**src/rtl/hazard_scoreboard.sv**
```systemverilog
// Hazard scoreboard for a 5-stage pipeline with a multi-cycle mul/div unit.
// Tracks destination URAs in E/M/W and, for the D-stage sources, produces
// a stall request and forwarding selects. A down-counter models mul/div
// occupancy; it keeps running through a flush so an issued operation finishes.
module hazard_scoreboard (
   input  logic       clk,
   input  logic       reset,
   input  logic [6:0] d_rs_ura,
   input  logic [6:0] d_rt_ura,
   input  logic [1:0] d_tuse_rs,
   input  logic [1:0] d_tuse_rt,
   input  logic [6:0] d_dst_ura,
   input  logic [1:0] d_tnew,
   input  logic       d_valid,
   input  logic       d_md_start,
   input  logic       d_md_div,
   input  logic       flush,
   output logic       stall,
   output logic [1:0] fwd_rs_sel,
   output logic [1:0] fwd_rt_sel,
   output logic       md_busy
);

   localparam logic [3:0] MUL_CYCLES = 4'd5;
   localparam logic [3:0] DIV_CYCLES = 4'd10;

   logic [6:0] e_dst_q, m_dst_q, w_dst_q;
   logic [1:0] e_tnew_q, m_tnew_q, w_tnew_q;
   logic [6:0] e_dst_d, m_dst_d, w_dst_d;
   logic [1:0] e_tnew_d, m_tnew_d, w_tnew_d;
   logic [3:0] md_cnt_q, md_cnt_d;

   logic [2:0] rs_res, rt_res;
   logic       md_hazard;

   // Group 11 and the all-zero URA mark an empty slot that never matches.
   function automatic logic is_live(input logic [6:0] dst);
      return (dst != 7'd0) && (dst[6:5] != 2'b11);
   endfunction

   function automatic logic [1:0] tnew_dec(input logic [1:0] t);
      return (t == 2'd0) ? 2'd0 : t - 2'd1;
   endfunction

   // Returns {hazard, fwd_sel} for one source, youngest stage wins.
   function automatic logic [2:0] resolve(
      input logic [6:0] src,
      input logic [1:0] tuse,
      input logic [6:0] e_dst, input logic [1:0] e_tnew,
      input logic [6:0] m_dst, input logic [1:0] m_tnew,
      input logic [6:0] w_dst, input logic [1:0] w_tnew
   );
      logic       hit;
      logic [1:0] code;
      logic [1:0] tnew;
      hit  = 1'b0;
      code = 2'b00;
      tnew = 2'd0;
      if (src != 7'd0) begin
         if (is_live(e_dst) && (e_dst == src)) begin
            hit = 1'b1; code = 2'b01; tnew = e_tnew;
         end else if (is_live(m_dst) && (m_dst == src)) begin
            hit = 1'b1; code = 2'b10; tnew = m_tnew;
         end else if (is_live(w_dst) && (w_dst == src)) begin
            hit = 1'b1; code = 2'b11; tnew = w_tnew;
         end
      end
      return {hit && (tnew > tuse), (hit && (tnew == 2'd0)) ? code : 2'b00};
   endfunction

   // Per-source hazard detection, mul/div hazard and the combined stall.
   always_comb begin
      rs_res = resolve(d_rs_ura, d_tuse_rs, e_dst_q, e_tnew_q, m_dst_q, m_tnew_q, w_dst_q, w_tnew_q);
      rt_res = resolve(d_rt_ura, d_tuse_rt, e_dst_q, e_tnew_q, m_dst_q, m_tnew_q, w_dst_q, w_tnew_q);
      md_busy    = (md_cnt_q != 4'd0);
      md_hazard  = md_busy && d_valid &&
                   (d_md_start || (d_rs_ura[6:5] == 2'b10) ||
                    (d_rt_ura[6:5] == 2'b10) || (d_dst_ura[6:5] == 2'b10));
      stall      = d_valid && (rs_res[2] || rt_res[2] || md_hazard);
      fwd_rs_sel = rs_res[1:0];
      fwd_rt_sel = rt_res[1:0];
   end

   // Next-state for the stage records and the mul/div counter.
   always_comb begin
      e_dst_d  = 7'd0;
      e_tnew_d = 2'd0;
      m_dst_d  = 7'd0;
      m_tnew_d = 2'd0;
      w_dst_d  = 7'd0;
      w_tnew_d = 2'd0;
      if (!flush) begin
         if (d_valid && !stall) begin
            e_dst_d  = d_dst_ura;
            e_tnew_d = d_tnew;
         end
         m_dst_d  = e_dst_q;
         m_tnew_d = tnew_dec(e_tnew_q);
         w_dst_d  = m_dst_q;
         w_tnew_d = tnew_dec(m_tnew_q);
      end
      if (d_md_start && d_valid && !stall)
         md_cnt_d = d_md_div ? DIV_CYCLES : MUL_CYCLES;
      else if (md_cnt_q != 4'd0)
         md_cnt_d = md_cnt_q - 4'd1;
      else
         md_cnt_d = 4'd0;
   end

   // Stage record registers, cleared to bubbles on reset.
   always_ff @(posedge clk or negedge reset) begin
      if (!reset) begin
         e_dst_q  <= 7'd0;
         e_tnew_q <= 2'd0;
         m_dst_q  <= 7'd0;
         m_tnew_q <= 2'd0;
         w_dst_q  <= 7'd0;
         w_tnew_q <= 2'd0;
      end else begin
         e_dst_q  <= e_dst_d;
         e_tnew_q <= e_tnew_d;
         m_dst_q  <= m_dst_d;
         m_tnew_q <= m_tnew_d;
         w_dst_q  <= w_dst_d;
         w_tnew_q <= w_tnew_d;
      end
   end

   // Mul/div occupancy counter; deliberately unaffected by flush.
   always_ff @(posedge clk or negedge reset) begin
      if (!reset) md_cnt_q <= 4'd0;
      else        md_cnt_q <= md_cnt_d;
   end

endmodule

```
**config.mk**
```make
export PLATFORM = sky130hd
export DESIGN_NAME = hazard_scoreboard
export DESIGN_NICKNAME = d
export VERILOG_FILES = /design/src/rtl/hazard_scoreboard.sv
export SDC_FILE = /design/constraint.sdc
export NUM_CORES = 1
export LEC_CHECK = 0
export ABC_AREA = 1
export CAP_MARGIN = 20
export CORE_ASPECT_RATIO = 1.2
export CORE_MARGIN = 4
export CORE_UTILIZATION = 40
export DETAILED_ROUTE_END_ITERATION = 8
export PLACE_DENSITY = 0.74
export REMOVE_ABC_BUFFERS = 1
export SYNTH_ARGS = -nofsm -noshare
export SYNTH_HDL_FRONTEND = slang
export SYNTH_SLANG_ARGS = --single-unit
```
**constraint.sdc**
```tcl
create_clock -name clk -period 2.14 [get_ports clk]
set_input_delay 0.214 -clock clk [delete_from_list [all_inputs] [get_ports clk]]
set_output_delay 0.214 -clock clk [all_outputs]
set_load 0.03 [all_outputs]
```
==> out/qor.csv, run 1 <==
metric;value;unit
critical_path.startpoint_type;flop;
synth_area;2186;um2
sequential_cell_area_fraction_in_the_yosys_report;0.3549;
dieArea;6716;um2
layout.core_utilization;0.6353;
seq_power_share;0.426;
synthesized_instance_count;308;
fin_worst_skew;0.007291;ns
endpoint_kind;output pin;
critical_path_required;1.93;ns
layout_worst_path_cycle_share;1.263;
drt_pass1_iterations;4;
coreArea;5298;um2
route.detailed.drc;0;
grt_start_max_net_pins;32;
initial_drt_markers;69;
vias;2179;
hp-class;input pin to async pin;
pwr-share-comb;0.283;
tritoncts.num_buffers;5;
violations;setup timing;
power.share.clock;0.290;
groute.layer.met2.usage;0.3126;
finalSetupViolCount;18;
rows;29;
finalWeightedCongestion;0.8865;
first_pass_grt_wire_length;9.239;mm
class_of_the_most_critical_setup_path;flop to output pin;
setup_tns;-5.899;ns
max_cap_viols;0;
swShare;0.3304;
outcome;finished with violations;
yosys_warnings;0;
cellInternalPower;1072;uW
ctsLongestPathBuffers;2;
drt.antenna.violating_nets;0;
p_sw;528.8;uW
top_usage_layer;met2;
crit_path_frequent_cell;sky130_fd_sc_hd__nand2_2;
yosys.area.top_type;sky130_fd_sc_hd__dfrtp_1;
vdd_ir_drop_max;406.6;uV
synth.area.top_cells;sky130_fd_sc_hd__dfrtp_1 (35%), sky130_fd_sc_hd__nand2_1 (14%), sky130_fd_sc_hd__xnor2_1 (10%), sky130_fd_sc_hd__nor2_1 (9.1%), sky130_fd_sc_hd__inv_1 (8.6%);
area_growth_syn_to_layout;53.98;%
cell_area_after_placement;2849;um2
fin_total_pwr;1600;uW
path_max_fanout;3;
tritoncts;done;
crit_path_cell_trace;buf_6 -> xnor2_2 -> nand2_1 -> nor2_4 -> nand3_4 -> nor2_2 -> nand3b_1 -> nand2_2 -> inv_2 -> ha_4 -> a21oi_2 -> a21oi_2 -> nand2_2 -> nand3_2 -> nand2_2 -> inv_2 -> buf_6;
final_area;3366;um2
io_buffer_count;38;
layout-drive-gt1-share;0.3559;
grtUsageTotal;0.1803;
antennaDiodeCount;0;
clockRootBuffer;sky130_fd_sc_hd__clkbuf_8;
cts_hold_buf;0;
gr-usage-met1;0.2235;
start_util;0.4126;
grt.met3_usage;0.03262;
worstSkewPairLatency;0.29;ns
globalRouteOverflowTotal;0;
setup_slack;-0.5626;ns
tightestPinTransition;0.5639;ns
clock_sink_count;31;
hold_violations;0;
fin_crit;2.703;ns
syn-mean-instance-area;7.097;um2
p_leak;0.001633;uW
post_synth_num_cell_types;25;
die_x;75.48;um
clock.fmax;370.0;MHz
die_height;88.98;um
slew_violations;0;
fill_cells;471;
power-per-cell-area;475.5;nW/um2
slew_headroom;0.6224;
detailedPlacementHpwl;4.155;mm
worstPathArrival;2.49;ns
cts.reportedPaths.clkPinSlew;0.07;ns
critical_path.max_stage_delay;0.42;ns
via_cell_ratio;4.727;
grt_setup_unrepaired;yes;
wl_per_cell;13.08;um
antenna_found_initial;0;
cts-htree-levels;2;
grt_pass1_vias;2073;
boundaryPins;39;
critPathSlowestCell;sky130_fd_sc_hd__dfrtp_1;
net_count_reported_at_finish;435;
routed_wl;6.028;mm
post-synth-top-area-fraction;0.3549;
yosys_register_bits;31;
-- path summary, 6_finish.rpt --
check                                      start                     to  slack, ns  cells after the start
min                                        reset   w_dst_q[0]$_DFF_PN0_       0.31                      2
max                         m_dst_q[4]$_DFF_PN0_                  stall      -0.56                     17
min in group clk           e_tnew_q[0]$_DFF_PN0_  m_tnew_q[0]$_DFF_PN0_       0.45                      1
max in group asynchronous                  reset   e_dst_q[2]$_DFF_PN0_       1.51                      2
min reg2reg                e_tnew_q[0]$_DFF_PN0_  m_tnew_q[0]$_DFF_PN0_       0.45                      1
max reg2reg                 m_dst_q[0]$_DFF_PN0_   e_dst_q[3]$_DFF_PN0_      -0.44                     19
-- repair_timing --
action                                 CTS  global route
pin swaps                               24            33
resized for setup                       31            66
endpoints found under the hold margin    0             0
setup endpoints to repair               18            18
gates cloned                             0             1
setup buffers                            6            10
-- power by group through the flow --
stage                     registers (uW)  clock network [uW]  logic (uW)
after floorplan                      682                   0         230
after global placement               690                   0         387
after detailed placement             691                   0         393
after CTS                            680                 472         407
after global routing                 689                 499         504
final                                682                 465         454
-- logic make-up (layout without fill, tap and decap cells) --
kind of cell,Yosys count,after routing,synth area share
simple gates,175,176,0.3732
xor+xnor,31,31,0.1242
buf+inv,55,145,0.09445
flops,31,31,0.3549
compound gates,12,12,0.03034
fa+ha+maj,4,4,0.02290
-- critical path, delay by kind of cell (launching register included) --
family	cells	cell delay [ns]
and+or+nand+nor	9	0.91
DFF	1	0.42
buffers and inverters	4	0.38
adders and majority gates	1	0.21
AOI/OAI and AO/OA	2	0.18
xor gates and xnor gates	1	0.12
-- per-layer routing --
layer	part of all wire	vias up
met5	0	-
met4	0.017	0
met3	0.046	9
met2	0.53	54
met1	0.40	1005
li1	-	1111
-- metrics by stage --
step / std cells / hold slack, ns / setup WS [ns]
floorplan: 306 / -0.08159 / -0.1302
global placement: 436 / 0.4122 / -0.5783
detailed placement: 436 / 0.4396 / -0.6280
CTS: 450 / 0.3264 / -0.5192
global route: 461 / 0.3601 / -0.6979
finish: 461 / 0.3060 / -0.5626
-- state kept, by name (all words and copies together) (netlist names) --
name      flops
md_cnt_q      4
e_dst_q       7
e_tnew_q      2
m_tnew_q      2
m_dst_q       7
w_dst_q       7
w_tnew_q      2
-- placed cells by master, fill, tap and decap left out, types with 5 or more instances in the layout --
cell type	n
sky130_fd_sc_hd__nor2_4	9
sky130_fd_sc_hd__dfrtp_2	8
sky130_fd_sc_hd__nand2_2	9
sky130_fd_sc_hd__nor2_1	37
sky130_fd_sc_hd__nor2_2	12
sky130_fd_sc_hd__clkdlybuf4s50_1	19
sky130_fd_sc_hd__nand2_1	75
sky130_fd_sc_hd__nand3_2	12
sky130_fd_sc_hd__dfrtp_1	23
sky130_fd_sc_hd__xor2_1	6
sky130_fd_sc_hd__clkbuf_8	5
sky130_fd_sc_hd__dlygate4sd2_1	13
sky130_fd_sc_hd__buf_6	11
sky130_fd_sc_hd__inv_1	39
sky130_fd_sc_hd__inv_2	14
sky130_fd_sc_hd__buf_4	40
sky130_fd_sc_hd__xnor2_1	22
sky130_fd_sc_hd__nand3_1	5
-- cell usage after synthesis --
| cell type | number |
|---|---|
| sky130_fd_sc_hd__nand2_1 | 79 |
| sky130_fd_sc_hd__nor2_1 | 53 |
| sky130_fd_sc_hd__inv_1 | 50 |
| sky130_fd_sc_hd__dfrtp_1 | 31 |
| sky130_fd_sc_hd__xnor2_1 | 25 |
| sky130_fd_sc_hd__nand3_2 | 11 |
| sky130_fd_sc_hd__nand3_1 | 10 |
| sky130_fd_sc_hd__a21oi_1 | 6 |
| sky130_fd_sc_hd__nand2_2 | 6 |
| sky130_fd_sc_hd__xor2_1 | 6 |
| sky130_fd_sc_hd__ha_1 | 4 |
| sky130_fd_sc_hd__nor2_2 | 4 |
| sky130_fd_sc_hd__nor3_1 | 4 |
| sky130_fd_sc_hd__inv_2 | 3 |
| sky130_fd_sc_hd__nand4_1 | 3 |
| sky130_fd_sc_hd__o21ai_0 | 3 |
| sky130_fd_sc_hd__clkbuf_1 | 2 |
| sky130_fd_sc_hd__and2_4 | 1 |
| sky130_fd_sc_hd__nand3b_1 | 1 |
| sky130_fd_sc_hd__nand4_4 | 1 |
| sky130_fd_sc_hd__nor2_4 | 1 |
| sky130_fd_sc_hd__nor3_2 | 1 |
| sky130_fd_sc_hd__o211ai_1 | 1 |
| sky130_fd_sc_hd__o21bai_1 | 1 |
| sky130_fd_sc_hd__o22ai_1 | 1 |
-- area by class of cell --
class                      count  area, um2  share of cell area
timing repair buffer          84      740.7              0.2201
clock inverter                 2      12.51            0.003717
multi-input combinational    223       1478              0.4390
clock buffer                   6      72.57             0.02156
sequential                    31      785.8              0.2335
tap                           62      77.57             0.02305
inverter                      53      198.9             0.05911
Power figures use the tool's default switching activity.
==> run 2, diff against run 1 <==
--- a/config.mk
+++ b/config.mk
@@ -5,14 +5,13 @@
 export SDC_FILE = /design/constraint.sdc
 export NUM_CORES = 1
 export LEC_CHECK = 0
-export ABC_AREA = 1
 export CAP_MARGIN = 20
 export CORE_ASPECT_RATIO = 1.2
 export CORE_MARGIN = 4
 export CORE_UTILIZATION = 40
+export CTS_BUF_LIST = sky130_fd_sc_hd__clkbuf_16
 export DETAILED_ROUTE_END_ITERATION = 8
-export PLACE_DENSITY = 0.74
-export REMOVE_ABC_BUFFERS = 1
+export PLACE_DENSITY = 0.75
 export SYNTH_ARGS = -nofsm -noshare
 export SYNTH_HDL_FRONTEND = slang
 export SYNTH_SLANG_ARGS = --single-unit
==> out/qor.csv, run 2 <==
metric;value;unit;change
yosys-top-cells-count;sky130_fd_sc_hd__dfrtp_1 (31), sky130_fd_sc_hd__xor2_1 (28), sky130_fd_sc_hd__nor2b_1 (19), sky130_fd_sc_hd__xnor2_1 (14), sky130_fd_sc_hd__nor3_1 (13);;
synthesized_instance_count;205;;-33%
swShare;0.2972;;-0.03323
yosys_warnings;0;;unchanged
critical_path.startpoint_type;flop;;
boundaryPins;39;;unchanged
seq_power_share;0.347;;-0.079
synth_edf_count;0;;unchanged
clock_sink_count;31;;unchanged
io_buffer_count;38;;unchanged
area_growth_syn_to_layout;70.13;%;
setup_slack;-1.021;ns;-0.4586 ns
p_leak;0.001615;uW;-1.1%
routed_wl;6.394;mm;+6.1%
clock.fmax;316.3;MHz;-15%
start_util;0.4233;;+0.01067
finalSetupViolCount;18;;unchanged
crit_path_frequent_cell;sky130_fd_sc_hd__buf_6;;
tritoncts;done;;
worstPathArrival;2.95;ns;+0.46 ns
coreArea;4730;um2;-11%
net_count_reported_at_finish;345;;-21%
grtUsageTotal;0.2014;;+0.02102
layout-drive-gt1-share;0.4235;;+0.06756
layout_worst_path_cycle_share;1.477;;+0.2143
most-common-layout-cells;sky130_fd_sc_hd__buf_4 (51), sky130_fd_sc_hd__xor2_1 (26), sky130_fd_sc_hd__dfrtp_1 (24);;
slew_violations;0;;unchanged
vdd_ir_drop_max;538.9;uV;+33%
antennaDiodeCount;0;;unchanged
pwr-share-comb;0.344;;+0.061
hold_violations;0;;unchanged
via_cell_ratio;5.474;;+16%
p_sw;605.7;uW;+15%
antenna_found_initial;0;;unchanged
grt_setup_unrepaired;yes;;
path_max_fanout;4;;+1
rows;27;;-6.9%
layout_commonest_cell;sky130_fd_sc_hd__buf_4;;
die_x;72.58;um;-3.8%
cts.reportedPaths.clkPinSlew;0.05;ns;-0.02 ns
finalWeightedCongestion;0.8959;;+1.1%
detailedPlacementHpwl;4.295;mm;+3.4%
cts-htree-levels;2;;unchanged
tightestPinTransition;0.3987;ns;-0.1652 ns
post_synth_num_cell_types;40;;+60%
synth.area.top_cells;sky130_fd_sc_hd__dfrtp_1 (39%), sky130_fd_sc_hd__xor2_1 (12%), sky130_fd_sc_hd__xnor2_1 (6.1%), sky130_fd_sc_hd__nor2b_1 (5.9%), sky130_fd_sc_hd__and3_1 (3.8%);;
route.detailed.drc;0;;unchanged
synth_area;2002;um2;-8.4%
primary_flip_flop_cell_chosen_by_synthesis_mapping;sky130_fd_sc_hd__dfrtp_1;;
cellInternalPower;1433;uW;+34%
critical_path.max_stage_delay;0.44;ns;+0.02 ns
clockRootBuffer;sky130_fd_sc_hd__clkbuf_16;;
post-synth-top-area-fraction;0.3875;;+0.03261
drt.antenna.violating_nets;0;;unchanged
slew_headroom;0.7322;;+0.1098
tritoncts.num_buffers;5;;unchanged
final_area;3406;um2;+1.2%
synth_most_common_cell;sky130_fd_sc_hd__dfrtp_1;;
syn-mean-instance-area;9.765;um2;+38%
outcome;finished with violations;;
sequential_cell_area_fraction_in_the_yosys_report;0.3875;;+0.03261
layout_top_registers;e_dst_q x7, m_dst_q x7, w_dst_q x7;;
cell_area_after_placement;2755;um2;-3.3%
yosys.area.top_type;sky130_fd_sc_hd__dfrtp_1;;
vias;1998;;-8.3%
dieArea;6205;um2;-7.6%
fin_worst_skew;0.004071;ns;-0.003220 ns
endpoint_kind;output pin;;
yosys_register_bits;31;;unchanged
globalRouteOverflowTotal;0;;unchanged
ys_async_sr_fraction;1.000;;unchanged
worstSkewPairLatency;0.27;ns;-0.02 ns
class_of_the_most_critical_setup_path;flop to output pin;;
power.share.clock;0.309;;+0.019
grt_start_max_net_pins;32;;unchanged
die_height;85.50;um;-3.9%
mappedNetlistNets;242;;
ctsLongestPathBuffers;2;;unchanged
violations;setup timing;;
power-per-cell-area;598.5;nW/um2;+26%
wl_per_cell;17.52;um;+34%
setup_tns;-15.29;ns;-9.391 ns
drt_pass1_iterations;4;;unchanged
crit_path_cell_trace;buf_6 -> xor2_2 -> nor4_2 -> buf_4 -> nand4_1 -> o311a_1 -> or2_4 -> ha_4 -> nand2_4 -> o21ai_4 -> a31oi_4 -> nor3_4 -> nor2b_4 -> buf_6;;
critPathSlowestCell;sky130_fd_sc_hd__dfrtp_2;;
initial_drt_markers;109;;+58%
grt_pass1_vias;2047;;-1.3%
max_cap_viols;0;;unchanged
first_pass_grt_wire_length;9.439;mm;+2.2%
critical_path_required;1.93;ns;about the same
fin_crit;3.161;ns;+0.4586 ns
hp-class;input pin to async pin;;
## run 2: cell types whose count changed in the layout (fill, tap and decap cells not counted), moves of 12 or more
| cell | delta |
|---|---|
| sky130_fd_sc_hd__xor2_1 | +20 |
| sky130_fd_sc_hd__nor2_1 | -35 |
| sky130_fd_sc_hd__nand2_1 | -69 |
| sky130_fd_sc_hd__inv_2 | -13 |
| sky130_fd_sc_hd__nor2b_1 | +16 |
| sky130_fd_sc_hd__inv_1 | -30 |
| sky130_fd_sc_hd__nor2_2 | -12 |
## run 2: cell type report
type,count,area (um2)
multi-input cells,161,1486
fillers,344,1324
repair buffers,100,899.6
flip-flops and latches,31,784.5
clock buffers,5,125.1
well taps,58,72.57
inverters,9,33.78
clock inverters,1,3.754
## run 2: final timing paths
| path | startpoint | end | slack [ns] | cells past startpoint |
|---|---|---|---|---|
| max | m_dst_q[6]$_DFF_PN0_ | stall | -1.02 | 14 |
| min | reset | e_dst_q[4]$_DFF_PN0_ | 0.34 | 2 |
| max reg2reg | m_dst_q[6]$_DFF_PN0_ | md_cnt_q[1]$_DFF_PN0_ | -0.99 | 15 |
| min reg2reg | m_tnew_q[0]$_DFF_PN0_ | w_tnew_q[0]$_DFF_PN0_ | 0.51 | 1 |
| max in group asynchronous | reset | m_dst_q[6]$_DFF_PN0_ | 1.50 | 2 |
| min in group clk | m_tnew_q[0]$_DFF_PN0_ | w_tnew_q[0]$_DFF_PN0_ | 0.51 | 1 |
## run 2: logic make-up after synthesis
logic type               after synthesis  share of synthesized area
AO/OA/AOI/OAI                         25                     0.1012
XOR/XNOR                              42                     0.1838
adder cells (fa/ha/maj)                4                    0.02500
buffers and inverters                 13                    0.02624
flip-flops                            31                     0.3875
multiplexers                           1                   0.007498
AND/OR/NAND/NOR                       89                     0.2688
## run 2: power by group through the flow
stage / clock (uW) / combinational (uW) / sequential (uW)
2_1_floorplan: 0 / 306 / 690
3_3_place_gp: 0 / 522 / 703
3_5_place_dp: 0 / 533 / 707
4_1_cts: 635 / 565 / 700
5_1_grt: 667 / 755 / 714
6_report: 631 / 701 / 707
## run 2: critical path: cells and delay by family, from the launching register on
family,cells,cell delay (ns)
AOI/OAI and AO/OA,3,0.41
xor gates and xnor gates,1,0.13
adders and majority gates,1,0.25
buffers and inverters,3,0.46
DFF,1,0.44
and+or+nand+nor,6,0.99
## run 2: metal layers
| layer | GRT usage | share of wire | up-vias |
|---|---|---|---|
| met5 | 0 | 0 | - |
| met4 | 0.09899 | 0.056 | 0 |
| met3 | 0.03634 | 0.050 | 36 |
| met2 | 0.3744 | 0.52 | 90 |
| met1 | 0.2121 | 0.37 | 934 |
| li1 | - | - | 938 |
## run 2: per-stage QoR
step                hold WS [ns]  total power, uW  worst slack (ns)  utilization  cells
floorplan               -0.08159            996.0           -0.5712            -    205
global placement          0.4820             1225            -1.007       0.5825    332
detailed placement        0.4952             1240            -1.086       0.5825    332
CTS                       0.3477             1899           -0.9723       0.6638    357
global route              0.3788             2136            -1.194       0.7201    365
finish                    0.3393             2038            -1.021       0.7201    365
## run 2: repair_timing
item / in CTS / in global routing
pin swaps: 26 / 16
hold buffers: 0 / 0
gates resized for setup: 55 / 36
hold endpoints to repair: 0 / 0
endpoints found under the setup margin: 19 / 18
gates cloned: 0 / 1
setup buffers: 19 / 7
==> run 3, diff against run 2 <==
--- a/config.mk
+++ b/config.mk
@@ -10,6 +10,7 @@
 export CORE_MARGIN = 4
 export CORE_UTILIZATION = 40
 export CTS_BUF_LIST = sky130_fd_sc_hd__clkbuf_16
+export CTS_CLUSTER_DIAMETER = 150
 export DETAILED_ROUTE_END_ITERATION = 8
 export PLACE_DENSITY = 0.75
 export SYNTH_ARGS = -nofsm -noshare
==> results of run 3 <==
The final DEF is identical to that of run 2; final timing and power are the same.
==> RTL change 1 (settings of run 3) <==
Add an input register stage for `d_md_div`, with the module's reset; this delays it by one clock. The other inputs are not delayed to match.
--- a/src/rtl/hazard_scoreboard.sv
+++ b/src/rtl/hazard_scoreboard.sv
@@ -23,6 +23,16 @@
 
    localparam logic [3:0] MUL_CYCLES = 4'd5;
    localparam logic [3:0] DIV_CYCLES = 4'd10;
+
+   logic d_md_div_q;
+
+   always_ff @(posedge clk or negedge reset) begin
+      if (!reset) begin
+         d_md_div_q <= '0;
+      end else begin
+         d_md_div_q <= d_md_div;
+      end
+   end
 
    logic [6:0] e_dst_q, m_dst_q, w_dst_q;
    logic [1:0] e_tnew_q, m_tnew_q, w_tnew_q;
@@ -100,7 +110,7 @@
          w_tnew_d = tnew_dec(m_tnew_q);
       end
       if (d_md_start && d_valid && !stall)
-         md_cnt_d = d_md_div ? DIV_CYCLES : MUL_CYCLES;
+         md_cnt_d = d_md_div_q ? DIV_CYCLES : MUL_CYCLES;
       else if (md_cnt_q != 4'd0)
          md_cnt_d = md_cnt_q - 4'd1;
       else
Function: changed (Yosys sat finds a counterexample within 10 cycles, from zero or initial values and one cycle with reset low).
==> RTL change 1 against run 3 <==
Routed wire length shrank 11%; via count shrank 7.9%; largest power group is now clock; fmax grew 1.9%; final area shrank 5.1%; area after synthesis grew 3.4%; register-to-register slack gained 140 ps; sequential power grew 4.2%; combinational power shrank 3.1%; global-route usage shrank 1.3 points; largest cell class unchanged; total power grew 8.7%; die area grew 3.1%; sequential cell count grew 1; the flow still finishes with violations (setup timing); clock power grew 27%; worst setup slack gained 58 ps.
==> RTL change 1: results (changes against run 3) <==
grt:
  grt_pass1_vias: 1894  # was 2047
  largest_net_degree_at_the_start_of_global_routing: 33  # was 32
critical_path:
  timing.rr.end: "md_cnt_q[2]"  # was md_cnt_q[1]
  r2r_cells: 16  # was 15
  delay_of_the_slowest_cell_on_the_worst_path_ps: 460  # was 440 ps
  r2r_start: "e_dst_q[4]"  # was m_dst_q[6]
  critical_path.top_delay_family: "buffers and inverters"  # was simple AND/OR/NAND/NOR gates
  slowest_stage: "sky130_fd_sc_hd__clkdlybuf4s50_1"  # was sky130_fd_sc_hd__dfrtp_2
routing:
  met2RoutedLength_mm: 2.83  # was 3.35 mm
  drt-met1-wl_mm: 2.51  # was 2.37 mm
  drt_iter0_markers: 77  # was 109
  firstDrtPassIters: 6  # was 4
sta:
  worst_slack_ps: -963  # was -1020 ps
  worst_hold_slack_ps: 341  # was 339 ps
  worst_margin_pin_slew_ps: 405  # was 399 ps
  setup-tns-final_ps: -12750  # was -15290 ps
  fin_skew_ps: 6.04  # was 4.07 ps
  setup_violations: 18  # unchanged
layout:
  n_all_inverters: 6  # was 9
  layout.nets: 335  # was 345
  multi_input_comb_cells: 164  # was 161
  n_clock_buffer: 5  # unchanged
  area_share_clock_buf_inv_pct: 5.07  # was 3.78%
  buffers: 89  # was 100
  seq-cell-share_pct: 24.9  # was 23.0%
  multi_input_area_um2: 1410  # was 1490 um^2
  buffer_area_share_pct: 23.5  # was 26.4%
  drive_gt1_share_pct: 33.8  # was 42.3%
  num-fill-cells: 395  # was 344
run_status:
  status: "finished with violations"  # unchanged
  violations: "setup timing"  # unchanged
power:
  power_clock_uw: 799  # was 631 uW
  power.ir.vdd_worst_v: 0.000705  # was 0.000539 V
  leakagePower_nw: 1.55  # was 1.62 nW
  cell_internal_pwr_mw: 1.55  # was 1.43 mW
logic_synthesis:
  mappedNetlistNets: 240  # was 242
  synth.yosys.seq_area_share_pct: 38.7  # was 38.8%
  synth-xor-area-share_pct: 17.8  # was 18.4%
  synth-adder-area-share_pct: 2.42  # was 2.50%
  netlist_top_cells_count: "sky130_fd_sc_hd__xor2_1 (42), sky130_fd_sc_hd__dfrtp_1 (32), sky130_fd_sc_hd__nor2b_1 (19), sky130_fd_sc_hd__nor3_1 (13), sky130_fd_sc_hd__and2_1 (12)"  # was sky130_fd_sc_hd__dfrtp_1 (31), sky130_fd_sc_hd__xor2_1 (28), sky130_fd_sc_hd__nor2b_1 (19), sky130_fd_sc_hd__xnor2_1 (14), sky130_fd_sc_hd__nor3_1 (13)
place:
  globalplace.congestion: 0.862  # was 0.896
  placement.setup.worst_slack_ps: -1130  # was -1090 ps
==> RTL change 1: cell count changes in the layout (fill, tap and decap cells not counted), moves of 3 or more <==
cell | before | now
sky130_fd_sc_hd__xor2_1 | 26 | 42
sky130_fd_sc_hd__and2_1 | 0 | 11
sky130_fd_sc_hd__xnor2_1 | 11 | 0
sky130_fd_sc_hd__buf_6 | 14 | 5
sky130_fd_sc_hd__and3_1 | 6 | 1
sky130_fd_sc_hd__dfrtp_1 | 24 | 29
sky130_fd_sc_hd__dfrtp_2 | 7 | 3
sky130_fd_sc_hd__a22oi_1 | 0 | 3
sky130_fd_sc_hd__and3_4 | 6 | 3
sky130_fd_sc_hd__nor4_1 | 3 | 6
sky130_fd_sc_hd__nor4_2 | 5 | 2
sky130_fd_sc_hd__xnor2_2 | 3 | 0
==> RTL change 1: how the worst max path moves through the flow <==
stage / from / end
after global placement: d_rs_ura[6] / stall
after CTS: e_dst_q[4] / stall
after detailed placement: d_rs_ura[1] / stall
after global routing: e_dst_q[4] / stall
after floorplan: m_dst_q[6] / stall
final: d_rs_ura[3] / stall
==> RTL change 1: per-stage QoR <==
step           utilization, %  cell area [um^2]  power, mW  cells
4_1_cts                  63.2              3140       2.18    358
3_5_place_dp             57.1              2840       1.35    340
3_3_place_gp             57.1              2840       1.34    340
5_1_grt                  65.0              3230       2.32    359
2_1_floorplan               -              2100       1.06    203
6_report                 65.0              3230       2.21    359
==> RTL change 1: timing repair <==
item                                    CTS  global route
resized for setup                        25            19
pin swaps                                10             6
endpoints found under the setup margin   18            19
buffers inserted                         10             2
==> RTL change 1: cell families after synthesis <==
kind of cell | after synthesis
buffers and inverters | 7
and+or+nand+nor | 92
AOI/OAI and AO/OA | 26
DFF | 32
adders and majority gates | 4
xor gates and xnor gates | 42
==> RTL change 2 (flow settings as in run 3) <==
Made on the original files. `DIV_CYCLES`: 4'd10 -> 4'd5.
--- a/src/rtl/hazard_scoreboard.sv
+++ b/src/rtl/hazard_scoreboard.sv
@@ -22,7 +22,7 @@
 );
 
    localparam logic [3:0] MUL_CYCLES = 4'd5;
-   localparam logic [3:0] DIV_CYCLES = 4'd10;
+   localparam logic [3:0] DIV_CYCLES = 4'd5;
 
    logic [6:0] e_dst_q, m_dst_q, w_dst_q;
    logic [1:0] e_tnew_q, m_tnew_q, w_tnew_q;
Formal check against the unedited RTL: not equivalent (a bounded check fails within 10 cycles, from zero or initial values and one cycle with reset low).
==> RTL change 2 against run 3 <==
The flow still finishes with violations (setup timing); non-clock buffer count decreased by 1; count of clock-buffer cells in the layout stayed put; global-route usage down 1.0 points; sequential share of layout area rose by 1.2 points; register-to-register slack gained 80 ps; sequential cell count is the same; final area down 5.4%; routed wire length shrank 11%; final cell count up 0.82%; worst setup slack gained 17 ps; total power down 10%; area after synthesis grew 4.7%; largest power group unchanged.
==> RTL change 2: results (changes against run 3) <==
run_status:
  status: "finished with violations"  # unchanged
  violations: "setup timing"  # unchanged
routing:
  num_vias: 1907  # was 1998
  drt_iter0_markers: 75  # was 109
  vias_per_cell: 5.18  # was 5.47
critical_path:
  r2r_cells: 14  # was 15
  delay_of_the_slowest_cell_on_the_worst_path_ps: 380  # was 440 ps
  slowest_stage: "sky130_fd_sc_hd__dfrtp_1"  # was sky130_fd_sc_hd__dfrtp_2
  worst-path-max-fanout: 3  # was 4
power:
  leakagePower_nw: 1.59  # was 1.62 nW
  total_switching_power_uw: 515  # was 606 uW
logic_synthesis:
  synth.yosys.seq_area_share_pct: 37.0  # was 38.8%
  netlist_top_cells_count: "sky130_fd_sc_hd__xor2_1 (42), sky130_fd_sc_hd__dfrtp_1 (31), sky130_fd_sc_hd__nor2b_1 (17), sky130_fd_sc_hd__nor3_1 (15), sky130_fd_sc_hd__inv_1 (13)"  # was sky130_fd_sc_hd__dfrtp_1 (31), sky130_fd_sc_hd__xor2_1 (28), sky130_fd_sc_hd__nor2b_1 (19), sky130_fd_sc_hd__xnor2_1 (14), sky130_fd_sc_hd__nor3_1 (13)
  yosys-top-cells-area: "sky130_fd_sc_hd__dfrtp_1 (37%), sky130_fd_sc_hd__xor2_1 (18%), sky130_fd_sc_hd__nor2b_1 (5.1%)"  # was sky130_fd_sc_hd__dfrtp_1 (39%), sky130_fd_sc_hd__xor2_1 (12%), sky130_fd_sc_hd__xnor2_1 (6.1%)
  yosys.cell_types.count: 38  # was 40
  mappedNetlistNets: 244  # was 242
  synthesis.instances: 206  # was 205
sta:
  fin_skew_ps: 4.24  # was 4.07 ps
  setup_violations: 16  # was 18
  worst_slack_ps: -1000  # was -1020 ps
  setup-tns-final_ps: -12300  # was -15290 ps
layout:
  inserted_diodes: 0  # unchanged
  fin_area_um2: 3220  # was 3410 um^2
  num-fill-cells: 405  # was 344
  drive_gt1_share_pct: 35.4  # was 42.3%
grt:
  gr-usage-all-layers_pct: 19.1  # was 20.1%
  grt_pass1_vias: 2037  # was 2047
place:
  io_buffers: 37  # was 38
  globalplace.congestion: 0.894  # was 0.896
  placement.setup.worst_slack_ps: -1090  # about the same
floorplan:
  core_um2: 5010  # was 4730 um^2
RTL change 2: cell families after synthesis:
family	synth area share (%)
simple gates	28.4
xor+xnor	17.6
flops	37.0
compound gates	9.79
buf+inv	4.30
fa+ha+maj	2.99
RTL change 2: timing repair:
action,in CTS,in global routing
gates resized for setup,27,16
pin swaps,17,6
gates cloned,1,0
setup buffers,6,4
endpoints found under the setup margin,16,17
RTL change 2: cell type report:
cell class	count	share of cell area, %
multi-input combinational	157	41.6
tap	60	2.33
timing repair buffer	99	26.1
sequential	31	24.2
clock inverter	3	0.350
clock buffer	5	3.89
inverter	13	1.52
RTL change 2: power groups by stage:
stage | Combinational [mW] | Sequential, mW | Clock, mW
floorplan | 0.258 | 0.687 | 0
global placement | 0.461 | 0.695 | 0
detailed placement | 0.470 | 0.699 | 0
CTS | 0.484 | 0.691 | 0.657
global route | 0.540 | 0.699 | 0.688
finish | 0.489 | 0.695 | 0.644
RTL change 2: worst paths after layout:
| path | slack [ps] | from | endpoint |
|---|---|---|---|
| setup / recovery | -1000 | w_dst_q[0] | stall |
| hold / removal | 330 | reset | m_dst_q[2] |
| setup reg to reg | -910 | w_dst_q[0] | md_cnt_q[2] |
| hold reg to reg | 500 | m_tnew_q[0] | w_tnew_q[0] |
| max in group asynchronous | 1500 | reset | m_dst_q[0] |
| min in group clk | 500 | m_tnew_q[0] | w_tnew_q[0] |
RTL change 2: layer usage:
layer / vias to the layer above / global-route usage (%) / share of wire, %
met5: - / 0 / 0
met4: 0 / 9.23 / 3.1
met3: 14 / 3.58 / 5.1
met2: 51 / 33.1 / 52
met1: 913 / 22.3 / 40
li1: 929 / - / -
RTL change 2: worst max-delay path: cells and delay by family (launching register included):
family	cells	cell delay, ps
AND/OR/NAND/NOR	3	560
AO/OA/AOI/OAI	5	950
adder cells (fa/ha/maj)	1	260
XOR/XNOR	1	170
buffers and inverters	2	320
flip-flops	1	380
